## src/rtl/seg7_disp_ctrl.sv

```systemverilog
// rtl/seg7_disp_ctrl.sv - multi-digit 7-segment display controller, Avalon-MM slave
// Static or time-multiplexed drive, per-digit hex/raw decode, PWM brightness.
module seg7_disp_ctrl #(
  parameter int DIGITS     = 4,
  parameter int SCAN_DIV   = 1000,
  parameter int PWM_BITS   = 4,
  parameter bit ACTIVE_LOW = 1'b1
) (
  input  logic              sysclk,
  input  logic              sysreset,
  input  logic [4:0]        avs_address,
  input  logic              avs_read,
  input  logic              avs_write,
  input  logic [31:0]       avs_writedata,
  output logic [31:0]       avs_readdata,
  output logic [DIGITS-1:0] hd_a,
  output logic [DIGITS-1:0] hd_b,
  output logic [DIGITS-1:0] hd_c,
  output logic [DIGITS-1:0] hd_d,
  output logic [DIGITS-1:0] hd_e,
  output logic [DIGITS-1:0] hd_f,
  output logic [DIGITS-1:0] hd_g,
  output logic [DIGITS-1:0] hd_dp,
  output logic [7:0]        mux_seg,
  output logic [DIGITS-1:0] mux_dig
);

  localparam int IDX_W = (DIGITS > 1) ? $clog2(DIGITS) : 1;
  localparam int PRE_W = $clog2(SCAN_DIV);

  logic [2:0]          ctrl;
  logic [PWM_BITS-1:0] bright;
  logic [9:0]          digit_reg [DIGITS];

  logic [PWM_BITS-1:0] pwm_cnt;
  logic [PRE_W-1:0]    presc;
  logic [IDX_W-1:0]    idx;

  logic                ctrl_en, ctrl_mux, ctrl_test;
  logic                digit_hit, mux_change, lit;
  logic [4:0]          dsel;
  logic [31:0]         rd_nxt;
  logic [7:0]          seg_on [DIGITS];
  logic [7:0][DIGITS-1:0] hd_nxt, hd_r;
  logic [7:0]          mux_seg_nxt;
  logic [DIGITS-1:0]   mux_dig_nxt, onehot;

  assign ctrl_en   = ctrl[0];
  assign ctrl_mux  = ctrl[1];
  assign ctrl_test = ctrl[2];

  // {g,f,e,d,c,b,a}
  function automatic logic [6:0] hex7(input logic [3:0] v);
    case (v)
      4'h0:    hex7 = 7'h3F;
      4'h1:    hex7 = 7'h06;
      4'h2:    hex7 = 7'h5B;
      4'h3:    hex7 = 7'h4F;
      4'h4:    hex7 = 7'h66;
      4'h5:    hex7 = 7'h6D;
      4'h6:    hex7 = 7'h7D;
      4'h7:    hex7 = 7'h07;
      4'h8:    hex7 = 7'h7F;
      4'h9:    hex7 = 7'h6F;
      4'hA:    hex7 = 7'h77;
      4'hB:    hex7 = 7'h7C;
      4'hC:    hex7 = 7'h39;
      4'hD:    hex7 = 7'h5E;
      4'hE:    hex7 = 7'h79;
      default: hex7 = 7'h71;
    endcase
  endfunction

  // Active-high {dp,g..a} for one digit before EN/PWM gating.
  function automatic logic [7:0] digit_segs(input logic [9:0] d, input logic test);
    logic [6:0] glyph;
    glyph = d[7] ? d[6:0] : hex7(d[3:0]);
    if (test)      digit_segs = 8'hFF;
    else if (d[9]) digit_segs = 8'h00;
    else           digit_segs = {d[8], glyph};
  endfunction

  assign dsel       = avs_address - 5'd2;
  assign digit_hit  = ({1'b0, avs_address} >= 6'd2) && ({1'b0, avs_address} < 6'(DIGITS + 2));
  assign mux_change = avs_write && (avs_address == 5'd0) && (avs_writedata[1] != ctrl_mux);

  always_ff @(posedge sysclk or posedge sysreset) begin
    if (sysreset) begin
      ctrl   <= 3'b001;
      bright <= '1;
      for (int i = 0; i < DIGITS; i++) digit_reg[i] <= 10'h200;
    end else if (avs_write) begin
      if (avs_address == 5'd0) ctrl <= avs_writedata[2:0];
      if (avs_address == 5'd1) bright <= avs_writedata[PWM_BITS-1:0];
      for (int i = 0; i < DIGITS; i++)
        if (digit_hit && dsel == 5'(i)) digit_reg[i] <= avs_writedata[9:0];
    end
  end

  // Counters keep running with EN=0 so re-enabling does not restart the scan.
  always_ff @(posedge sysclk or posedge sysreset) begin
    if (sysreset) begin
      pwm_cnt <= '0;
      presc   <= '0;
      idx     <= '0;
    end else begin
      pwm_cnt <= pwm_cnt + 1'b1;
      if (mux_change) begin
        presc <= '0;
        idx   <= '0;
      end else if (presc == PRE_W'(SCAN_DIV - 1)) begin
        presc <= '0;
        idx   <= (idx == IDX_W'(DIGITS - 1)) ? '0 : idx + 1'b1;
      end else begin
        presc <= presc + 1'b1;
      end
    end
  end

  always_comb begin
    rd_nxt = 32'h0;
    if (avs_address == 5'd0) rd_nxt = {29'h0, ctrl};
    if (avs_address == 5'd1) rd_nxt = 32'(bright);
    for (int i = 0; i < DIGITS; i++)
      if (digit_hit && dsel == 5'(i)) rd_nxt = {22'h0, digit_reg[i]};
  end

  always_ff @(posedge sysclk or posedge sysreset) begin
    if (sysreset)      avs_readdata <= 32'h0;
    else if (avs_read) avs_readdata <= rd_nxt;
  end

  assign lit = ctrl_en && (pwm_cnt <= bright);

  always_comb begin
    hd_nxt      = '0;
    mux_seg_nxt = 8'h00;
    mux_dig_nxt = '0;
    onehot      = '0;
    for (int i = 0; i < DIGITS; i++) begin
      seg_on[i] = lit ? digit_segs(digit_reg[i], ctrl_test) : 8'h00;
      for (int s = 0; s < 8; s++) hd_nxt[s][i] = !ctrl_mux && seg_on[i][s];
      if (idx == IDX_W'(i)) onehot[i] = 1'b1;
    end
    if (ctrl_mux) begin
      for (int i = 0; i < DIGITS; i++)
        if (idx == IDX_W'(i)) mux_seg_nxt = seg_on[i];
      // First two prescaler counts of each slot keep every enable off to avoid ghosting.
      if (ctrl_en && presc >= PRE_W'(2)) mux_dig_nxt = onehot;
    end
  end

  // Registers hold the pin level so polarity inversion adds no output logic.
  always_ff @(posedge sysclk or posedge sysreset) begin
    if (sysreset) begin
      hd_r    <= {(8 * DIGITS){ACTIVE_LOW}};
      mux_seg <= {8{ACTIVE_LOW}};
      mux_dig <= {DIGITS{ACTIVE_LOW}};
    end else begin
      hd_r    <= hd_nxt ^ {(8 * DIGITS){ACTIVE_LOW}};
      mux_seg <= mux_seg_nxt ^ {8{ACTIVE_LOW}};
      mux_dig <= mux_dig_nxt ^ {DIGITS{ACTIVE_LOW}};
    end
  end

  assign hd_a  = hd_r[0];
  assign hd_b  = hd_r[1];
  assign hd_c  = hd_r[2];
  assign hd_d  = hd_r[3];
  assign hd_e  = hd_r[4];
  assign hd_f  = hd_r[5];
  assign hd_g  = hd_r[6];
  assign hd_dp = hd_r[7];

endmodule
```

## config.mk

```make
export PLATFORM = sky130hd
export DESIGN_NAME = seg7_disp_ctrl
export DESIGN_NICKNAME = d
export VERILOG_FILES = /design/src/rtl/seg7_disp_ctrl.sv
export SDC_FILE = /design/constraint.sdc
export NUM_CORES = 1
export LEC_CHECK = 0
export ABC_AREA = 1
export CELL_PAD_IN_SITES_DETAIL_PLACEMENT = 0
export CELL_PAD_IN_SITES_GLOBAL_PLACEMENT = 2
export CORE_ASPECT_RATIO = 1.75
export CORE_UTILIZATION = 28
export DETAILED_ROUTE_END_ITERATION = 7
export PLACE_DENSITY = 0.86
export SKIP_CTS_REPAIR_TIMING = 1
export SLEW_MARGIN = 10
export SYNTH_ARGS = -nofsm -noshare
export SYNTH_HDL_FRONTEND = slang
export SYNTH_SLANG_ARGS = --single-unit
```

## constraint.sdc

```tcl
create_clock -name sysclk -period 4.1 [get_ports sysclk]
set_clock_uncertainty 0.15 [all_clocks]
set_input_delay 1.025 -clock sysclk [delete_from_list [all_inputs] [get_ports sysclk]]
set_output_delay 1.025 -clock sysclk [all_outputs]
set_load 0.05 [all_outputs]
```

==> summary.md <==
| Metric | Value |
|---|---|
| Result of the run | completed |
| Worst hold path class | register to register |
| Root buffer selected by CTS | clkbuf_16 |
| Grt total ovfl | 0 |
| Share of post-route cells with drive strength above 1 | between 10 and 15% |
| Global routing usage summed across all routing layers | around 17% |
| Count of fill cells added during filler insertion | 2,629 |
| Clock network latency to the later pin of the worst-skew pair | between 0.4 and 0.5 ns |
| Area Overhead vs Synth | 20.3% |
| Number of nets in the finished design | about 1,100 |
| Antenna violations before repair | 0 |
| Cell area after technology mapping | 0.00707 mm2 |
| Endpoints failing hold | 0 |
| Setup TNS | 0 ns |
| Worst-path cell with the longest stage delay | clkdlybuf4s50_1 |
| Seq cells post-synth | about 120 |
| Global-route wire length before repair | 32,800 um |
| HPWL reported at the end of detailed placement | around 16,000 um |
| CTS Buf Count | 17 |
| CTS H-tree depth | 4 |
| Fmax | 312 MHz |
| Sink Count | between 100 and 150 |
| Least setup slack across all paths after layout | between 0.8 and 0.9 ns |
| Slew of the pin with the lowest slew margin | 0.880 ns |
| Core occupancy in the finished layout | roughly a third |
| Synthesized netlist cell count | slightly above 900 |
| Effective utilization at floorplan | roughly 29% |
| Residual antenna-violating net count after detailed routing | 0 |
| Rows | 76 |
| Unrepaired setup endpoints after global routing | no |
| Maximum VDD drop | between 300 and 400 uV |
| Largest buffer count on any clock path | 2 |
| Leakage power of the design | just over 4 nW |
| Relative max-transition margin | between 40% and 50% |
| Die ar. | roughly 0.026 mm2 |
| Number of global-route vias before repair | ~6,000 |
| First-pass iteration count of the detailed router | 5 |
| Number of warnings issued by yosys | 0 |
| Final weighted congestion in routability-driven placement | 0.855 |
| Final critical delay including setup and external delays | approximately 3.2 ns |
| Detailed router's first-iteration violation count | 350 |
| Maximum number of pins on one net before global-route repair | 61 |
| Maximum fanout encountered on the critical timing path | 20 |
| Top-level I/O count | ~120 |
| Fraction of synthesis flops using an asynchronous set or reset pin | between 90% and 100% |
| Post-placement setup slack | about 0.5 ns |
| Number of flops mapped to enable cells by yosys | 0 |
| Number of flip-flops under the largest register name | 40 |
| Max-Cap Viols | 0 |
| Finished Cell Area | about 0.0085 mm2 |
| Clock Pin Slew Worst Setup and Hold Paths | ~0.060 ns |
| Start-to-end type of the worst setup path | input port to register |
| Final Setup Violations | 0 |
| Arrival time reported for the critical path endpoint | approximately 3.4 ns |
| Ant. Diodes | 0 |
| Top library cells by usage in the layout, fill and taps aside | nand2_1 (289), nand3_1 (92), inv_1 (82), clkdlybuf4s50_1 (72), dfrtp_1 (64) |
| Drt total wl | 20,800 um |
| Chip width | between 100 and 150 um |
| Placed Area | a little under 0.008 mm2 |
| Die H | around 210 um |
| Routed via count divided by cell count | about 4.6 |
| Portion of the post-synthesis area used by sequential elements | between 40% and 50% |
| Worst Setup Start Kind | input port |
| Required time worst endpoint | ~4.2 ns |
| Share of the clock period used by the worst path after layout | between 70% and 80% |
| Most frequent standard cell in the layout excluding fill and tap cells | nand2_1 |
| Worst hold margin | ~0.33 ns |
| Post-detailed-route DRC marker count | 0 |
| Critical Path End Type | register |
| Count of unique library cells instantiated by Yosys | 37 |
| Ys flop type | dfrtp_1 |
| TritonCTS clock tree | done |
| Inst Count DP | about 1,300 |
| Via total after detailed routing | 6,022 |
| Count of buffers from port buffering | 72 |
| Core Area | around 0.025 mm2 |
| Power per cell area | 573 mW/mm2 |
| Largest stage delay on the critical path | between 0.6 and 0.7 ns |
| Fin. max-slew vios | 0 |
| PnR Total Power | slightly below 5 mW |
| CP Cell Sequence | clkdlybuf4s50_1 > inv_1 > ha_1 > inv_1 > nor2_2 > nand3_2 > clkinv_1 > nand3_1 > inv_2 > nand2_1 > nand2_1 > o21ai_1 |
| Routed wire per std cell | around 16 um |
| Number of standard cells in the layout, taps in and fillers out | between 1,000 and 1,500 |
| Mean post-synth cell area | roughly 7.6 um2 |
## kinds of logic after synthesis
kind of cell / synth area share, %
flops: 42.4
buf+inv: 10.6
compound gates: 11.3
simple gates: 28.7
other cells: 0.0530
fa+ha+maj: 6.55
xor+xnor: 0.496
## worst max-delay path, delay by kind of cell
family / cells / cell delay, ns
adders and majority gates: 1 / 0.29
and+or+nand+nor: 5 / 0.90
AOI/OAI and AO/OA: 1 / 0.08
buffers and inverters: 5 / 1.04
## synth_stat cells (3+ instances only)
master    number  area, um2
dfstp_2       53       1390
inv_2          9       33.8
o21ai_1       24        120
o21ai_2       21        184
nor2_2         4       25.0
ha_1          37        463
xor2_1         3       26.3
dfrtp_1       64       1600
nand2_4        3       33.8
buf_6          5       56.3
clkinv_1       3       11.3
clkbuf_1      14       52.6
buf_4         22        165
o21ai_0       44        220
inv_1         83        312
a21oi_1       39        195
nand2_2       13       81.3
nand3_1       92        460
buf_2         21        105
nand2_1      289       1080
o211ai_1       8       60.1
nor3_1         4       20.0
nor2_1        56        210
## metal layers
metal	GRT usage, %	up-vias	wire [um]	share of wire, %
li1	-	3044	-	-
met2	33.6	129	11900	57
met4	8.70	0	786	3.8
met1	17.0	2815	7590	37
met5	0	-	0	0
met3	2.44	34	486	2.3
## worst paths after layout
path,startpoint,endpoint,cells past startpoint,slack [ns]
worst min register to register,digit_reg[18],digit_reg[18],2,0.33
worst max register to register,bright[3],mux_seg[5],12,1.36
worst min-delay path,digit_reg[18],digit_reg[18],2,0.33
max in group asynchronous,sysreset,hd_g[2],3,2.12
min in group asynchronous,sysreset,digit_reg[17],2,0.95
worst max-delay path,avs_address[1],digit_reg[36],12,0.89
## area by class of cell
type | instances | area, um2 | area share, %
multi-input combinational | 675 | 3410 | 40.1
sequential | 117 | 2990 | 35.2
timing repair buffer | 79 | 786 | 9.24
clock buffer | 19 | 454 | 5.34
tap | 312 | 390 | 4.59
inverter | 96 | 365 | 4.30
clock inverter | 13 | 108 | 1.27
## where the power goes
group          internal (mW)  switching (mW)
combinational          0.540            1.25
sequential              1.47           0.206
clock                  0.861           0.543
total                   2.87            2.00
Note: power is estimated with default switching activity, not from simulation.
